===== src/rtl/tt_um_jimktrains_vslc_pkg.sv =====
// Shared definitions for the vslc timer/capture peripheral set.
// Phase state encodings and default counter width.
package tt_um_jimktrains_vslc_pkg;

    localparam int unsigned VslcWidth = 10;
    localparam logic [VslcWidth-1:0] VslcCounterMax = {VslcWidth{1'b1}};

    typedef enum logic [1:0] {
        StIdle = 2'd0,
        StHigh = 2'd1,
        StLow  = 2'd2
    } vslc_state_e;

endpackage


===== src/rtl/tt_um_jimktrains_vslc_edge_sync.sv =====
// Input sampling and edge detection for vslc capture.
// Define VSLC_CAPTURE_SYNC_EN for a 2-flop synchronizer ahead of s (adds one cycle of latency).
module tt_um_jimktrains_vslc_edge_sync (
    input  logic clk,
    input  logic rst_n,
    input  logic din,
    output logic s,
    output logic rise,
    output logic fall
);

    logic s_d;

    // These flops run regardless of capture_enabled, so s_d always tracks s and
    // enabling with the input already high cannot produce a false edge.
`ifdef VSLC_CAPTURE_SYNC_EN
    logic meta;

    always_ff @(posedge clk or negedge rst_n) begin
        if (!rst_n) begin
            meta <= 1'b0;
            s    <= 1'b0;
            s_d  <= 1'b0;
        end else begin
            meta <= din;
            s    <= meta;
            s_d  <= s;
        end
    end
`else
    always_ff @(posedge clk or negedge rst_n) begin
        if (!rst_n) begin
            s   <= 1'b0;
            s_d <= 1'b0;
        end else begin
            s   <= din;
            s_d <= s;
        end
    end
`endif

    assign rise = s & ~s_d;
    assign fall = ~s & s_d;

endmodule


===== src/rtl/tt_um_jimktrains_vslc_capture.sv =====
// Input capture for the vslc timer: reports high/low phase lengths (stored as length - 1).
// Define VSLC_CAPTURE_SYNC_EN to build in a 2-flop synchronizer on capture_input.
module tt_um_jimktrains_vslc_capture
    import tt_um_jimktrains_vslc_pkg::*;
#(
    parameter int unsigned WIDTH = VslcWidth
) (
    input  logic             clk,
    input  logic             rst_n,
    input  logic             capture_enabled,
    input  logic             capture_input,
    output logic [WIDTH-1:0] capture_high_o,
    output logic [WIDTH-1:0] capture_low_o,
    output logic             capture_valid,
    output logic             capture_overflow,
    output logic [WIDTH-1:0] capture_counter_o
);

    localparam logic [WIDTH-1:0] CntMax = {WIDTH{1'b1}};

    logic             s;
    logic             rise;
    logic             fall;
    vslc_state_e      state;
    logic [WIDTH-1:0] counter;
    logic [WIDTH-1:0] high_tmp;
    logic             have_high;
    logic             ovf_tmp;

    tt_um_jimktrains_vslc_edge_sync u_edge_sync (
        .clk  (clk),
        .rst_n(rst_n),
        .din  (capture_input),
        .s    (s),
        .rise (rise),
        .fall (fall)
    );

    always_ff @(posedge clk or negedge rst_n) begin
        if (!rst_n) begin
            state            <= StIdle;
            counter          <= '0;
            high_tmp         <= '0;
            have_high        <= 1'b0;
            ovf_tmp          <= 1'b0;
            capture_high_o   <= '0;
            capture_low_o    <= '0;
            capture_valid    <= 1'b0;
            capture_overflow <= 1'b0;
        end else if (!capture_enabled) begin
            state            <= StIdle;
            counter          <= '0;
            high_tmp         <= '0;
            have_high        <= 1'b0;
            ovf_tmp          <= 1'b0;
            capture_high_o   <= '0;
            capture_low_o    <= '0;
            capture_valid    <= 1'b0;
            capture_overflow <= 1'b0;
        end else begin
            capture_valid <= 1'b0;
            case (state)
                StIdle: begin
                    // The phase in progress at start-up is partial; just sync to it.
                    counter <= '0;
                    if (rise || fall) begin
                        state <= s ? StHigh : StLow;
                    end
                end
                StHigh: begin
                    if (fall) begin
                        high_tmp  <= counter;
                        have_high <= 1'b1;
                        counter   <= '0;
                        state     <= StLow;
                    end else if (counter == CntMax) begin
                        ovf_tmp <= 1'b1;
                    end else begin
                        counter <= counter + 1'b1;
                    end
                end
                StLow: begin
                    if (rise) begin
                        if (have_high) begin
                            capture_high_o   <= high_tmp;
                            capture_low_o    <= counter;
                            capture_overflow <= ovf_tmp;
                            capture_valid    <= 1'b1;
                        end
                        ovf_tmp <= 1'b0;
                        counter <= '0;
                        state   <= StHigh;
                    end else if (counter == CntMax) begin
                        ovf_tmp <= 1'b1;
                    end else begin
                        counter <= counter + 1'b1;
                    end
                end
                default: begin
                    state   <= StIdle;
                    counter <= '0;
                end
            endcase
        end
    end

    assign capture_counter_o = counter;

endmodule


===== config.mk =====
export PLATFORM = sky130hd
export DESIGN_NAME = tt_um_jimktrains_vslc_capture
export DESIGN_NICKNAME = d
export VERILOG_FILES = /design/src/rtl/tt_um_jimktrains_vslc_pkg.sv /design/src/rtl/tt_um_jimktrains_vslc_edge_sync.sv /design/src/rtl/tt_um_jimktrains_vslc_capture.sv
export SDC_FILE = /design/constraint.sdc
export NUM_CORES = 1
export LEC_CHECK = 0
export CAP_MARGIN = 10
export CORE_ASPECT_RATIO = 0.8
export CORE_UTILIZATION = 47
export CTS_BUF_LIST = sky130_fd_sc_hd__clkbuf_4 sky130_fd_sc_hd__clkbuf_8 sky130_fd_sc_hd__clkbuf_16
export CTS_CLUSTER_DIAMETER = 120
export CTS_CLUSTER_SIZE = 30
export DETAILED_ROUTE_END_ITERATION = 12
export PLACE_DENSITY = 0.75
export SLEW_MARGIN = 20
export SYNTH_ARGS = -nofsm -noshare
export SYNTH_HDL_FRONTEND = slang
export SYNTH_SLANG_ARGS = --single-unit

===== constraint.sdc =====
create_clock -name clk -period 1.5 [get_ports clk]
set_input_delay 0.3 -clock clk [delete_from_list [all_inputs] [get_ports clk]]
set_output_delay 0.3 -clock clk [all_outputs]
set_load 0.01 [all_outputs]

==> impl_metrics.env <==
export IMPL_run_status="finished with violations"
export IMPL_failed_checks="setup timing"
export IMPL_antenna_violating_nets_post_route=0
export IMPL_synthDistinctLibCells=39
export IMPL_htreeDepth=2
export IMPL_synth_ff_latch_count=48
export IMPL_nNetsFinal=258
export IMPL_power_per_cell_area_mw_per_mm2=1010
export IMPL_rr_endpoint="capture_counter_o[5]$_DFF_PN0_"
export IMPL_timing_hold_worst_class="in2reg"
export IMPL_placed_cells=283
export IMPL_period_needed_ps=1530
export IMPL_drive_above_1_share_pct=32.9
export IMPL_synth_enable_flop_cells=0
export IMPL_drc_errors=0
export IMPL_area_growth_from_synthesis_to_final_layout_pct=44.0
export IMPL_detailedRoute_firstPassIterationCount=4
export IMPL_post_layout_nonfiller_instances=306
export IMPL_floorplan_initialDensity_pct=49.0
export IMPL_leakagePower_uw=0.00155
export IMPL_grt_first_pass_wirelength_um=8510
export IMPL_dominantRegCellSynth="sky130_fd_sc_hd__dfrtp_1"
export IMPL_numClockSinks=48
export IMPL_fmax_ghz=0.654
export IMPL_report_final_hold_viol_count=0
export IMPL_worst_relative_slew_slack_pct=78.7
export IMPL_cts_buffers_inserted=5
export IMPL_ff2ff_setup_slack_ps=-30
export IMPL_gp_routability_congestion=0.885
export IMPL_fin_worst_hold_slack_ps=435
export IMPL_clock_root_buffer="sky130_fd_sc_hd__clkbuf_8"
export IMPL_chipWidth_um=76.0
export IMPL_postLayoutSetupSlackWorst_ps=-29.7
export IMPL_syn_area_mm2=0.00206
export IMPL_final_common_cell="sky130_fd_sc_hd__dfrtp_1"
export IMPL_cp_capture_point="capture_counter_o[5]$_DFF_PN0_"
export IMPL_count_of_antenna_diodes_in_the_layout=0
export IMPL_antenna_found_initial=0
export IMPL_path_class="reg2reg"
export IMPL_critPathMaxFanout=5
export IMPL_ys_warn_count=0
export IMPL_insertion_delay_ps=300
export IMPL_critical_path_required_ps=1720
export IMPL_synthesis_area_per_instance_um2=11.5
export IMPL_critPathCaptureType="flip-flop"
export IMPL_unrepaired_setup_endpoints_after_global_routing="true"
export IMPL_critical_path_start_type="flip-flop"
export IMPL_finalCritPeriodShare_pct=102
export IMPL_vias_per_cell=5.75
export IMPL_synth_area_top_cells="sky130_fd_sc_hd__dfrtp_1, sky130_fd_sc_hd__a22o_1, sky130_fd_sc_hd__nand2_1"
export IMPL_clock_tree_buffer_depth=2
export IMPL_core_rowCount=21
export IMPL_r2r_cells=5
export IMPL_critical_path_startpoint="capture_counter_o[1]$_DFF_PN0_"
export IMPL_floorplan_core_area_mm2=0.00420
export IMPL_number_of_failing_setup_endpoints_in_the_final_timing_report=4
export IMPL_timing_max_transition_violations_final=0
export IMPL_max_cap_viol_count=0
export IMPL_regToRegStartpoint="capture_counter_o[1]$_DFF_PN0_"
export IMPL_gr_total_overflow=0
export IMPL_totalWireLength_um=5640
export IMPL_fraction_of_synthesized_cell_area_taken_by_the_top_area_cell_type_pct=58.4
export IMPL_floorplan_die_height_um=61.2
export IMPL_synth_largest_area_cell="sky130_fd_sc_hd__dfrtp_1"
export IMPL_peakVddDrop_mv=0.661
export IMPL_ios=36
export IMPL_fraction_of_synthesis_flops_using_an_asynchronous_set_or_reset_pin_pct=100
export IMPL_layout_common_cells="sky130_fd_sc_hd__dfrtp_1, sky130_fd_sc_hd__buf_4, sky130_fd_sc_hd__nand2_1, sky130_fd_sc_hd__dlygate4sd2_1, sky130_fd_sc_hd__a22o_1"
export IMPL_timing_clock_skew_ps=3.95
export IMPL_clk_pin_slew_ps=90
export IMPL_grt_pass1_vias=1659
export IMPL_place_hpwl_um=3470
export IMPL_cts_tree="done"
export IMPL_synthesis_instances=179
export IMPL_timing_worst_slew_pin_value_ps=317
export IMPL_detailedRoute_firstIterationViolations=142
export IMPL_globalRouteTotalUtil_pct=24.6
export IMPL_maximum_number_of_pins_on_one_net_before_global_route_repair=49
export IMPL_routed_wire_length_per_instance_um=18.4
export IMPL_worstPathArrival_ps=1750
export IMPL_fp_dieArea_mm2=0.00465
export IMPL_detailroute_via_count=1761
export IMPL_portBuffers=35
export IMPL_synth_seq_area_share_pct=58.4
export IMPL_mappedNetlistNets=189
## cell usage after synthesis (2+ instances only)
cell type                  count
sky130_fd_sc_hd__a211oi_1      2
sky130_fd_sc_hd__a21oi_1      14
sky130_fd_sc_hd__a22o_1       20
sky130_fd_sc_hd__a31oi_1       2
sky130_fd_sc_hd__and2_1        2
sky130_fd_sc_hd__buf_2         2
sky130_fd_sc_hd__clkbuf_1      4
sky130_fd_sc_hd__dfrtp_1      48
sky130_fd_sc_hd__ha_1          6
sky130_fd_sc_hd__inv_1         6
sky130_fd_sc_hd__mux2i_1       2
sky130_fd_sc_hd__nand2_1      24
sky130_fd_sc_hd__nand3_4       2
sky130_fd_sc_hd__nor2_1       14
sky130_fd_sc_hd__nor2b_1       2
sky130_fd_sc_hd__nor3_1        2
sky130_fd_sc_hd__o21ai_0       3
sky130_fd_sc_hd__o21bai_1      2
sky130_fd_sc_hd__o31ai_1       2
## power by group
group / internal (µW) / switching (µW)
logic: 292 / 342
clock network: 546 / 448
registers: 1320 / 31.5
total: 2160 / 822
## logic make-up after synthesis
kind of cell | Yosys count | share of synthesized area [%]
flip-flops | 48 | 58.4
AND/OR/NAND/NOR | 55 | 14.2
AO/OA/AOI/OAI | 52 | 19.1
XOR/XNOR | 2 | 0.851
adder cells (fa/ha/maj) | 6 | 3.65
multiplexers | 2 | 0.973
buffers and inverters | 14 | 2.86
## sequential cells by signal, indices dropped and copies added, names as in the netlist
| register | flops |
|---|---|
| capture_counter_o | 10 |
| capture_high_o | 10 |
| capture_low_o | 10 |
| high_tmp | 10 |
| state | 2 |
| capture_overflow | 1 |
| capture_valid | 1 |
| have_high | 1 |
| ovf_tmp | 1 |
| u_edge_sync.s | 1 |
| u_edge_sync.s_d | 1 |
## per-stage QoR
step,TNS [ps],utilization (%),worst slack [ps],area (µm²),total power [µW]
2_1_floorplan,-16.5,-,-16.5,2070,1640
3_3_place_gp,-183,62.2,-18.8,2620,1810
3_5_place_dp,-491,62.2,-76.9,2620,1830
4_1_cts,0,67.4,0.488,2830,2870
5_1_grt,-957,70.5,-78.8,2960,3090
6_report,-61.3,70.5,-29.7,2960,2980
## repair_timing
action	CTS	global route
resized for setup	38	30
setup endpoints to repair	34	52
endpoints found under the hold margin	48	0
pin swaps	3	8
hold buffers	1	0
cloned	0	0
buffers inserted	11	3
## layer usage
| metal | wire length (µm) | GRT usage (%) |
|---|---|---|
| met5 | 0 | 0 |
| met4 | 95 | 8.24 |
| met3 | 334 | 4.59 |
| met2 | 2790 | 41.7 |
| met1 | 2420 | 32.9 |
## worst min-delay path by stage
stage | startpoint | end | depth (start not counted)
after floorplan | rst_n | capture_counter_o[0]$_DFF_PN0_ | 0
after global placement | rst_n | capture_high_o[0]$_DFFE_PN0P_ | 2
after detailed placement | rst_n | capture_high_o[0]$_DFFE_PN0P_ | 2
after CTS | capture_input | u_edge_sync.s$_DFF_PN0_ | 1
after global routing | capture_input | u_edge_sync.s$_DFF_PN0_ | 1
final | capture_input | u_edge_sync.s$_DFF_PN0_ | 1
## worst max-delay path, cell delays in order, from the launching register on
cell	delay [ps]
sky130_fd_sc_hd__dfrtp_2	450
sky130_fd_sc_hd__ha_4	190
sky130_fd_sc_hd__nand3_4	80
sky130_fd_sc_hd__nor3_4	70
sky130_fd_sc_hd__or4_4	490
sky130_fd_sc_hd__a21oi_2	170
## final cells by class
type / count / area (µm²)
clock buffer: 6 / 82.6
fill: 316 / 1240
timing repair buffer: 70 / 641
multi-input combinational: 117 / 896
tap: 57 / 71.3
sequential: 48 / 1210
clock inverter: 2 / 38.8
inverter: 6 / 22.5
(Power assumes the default switching activity.)
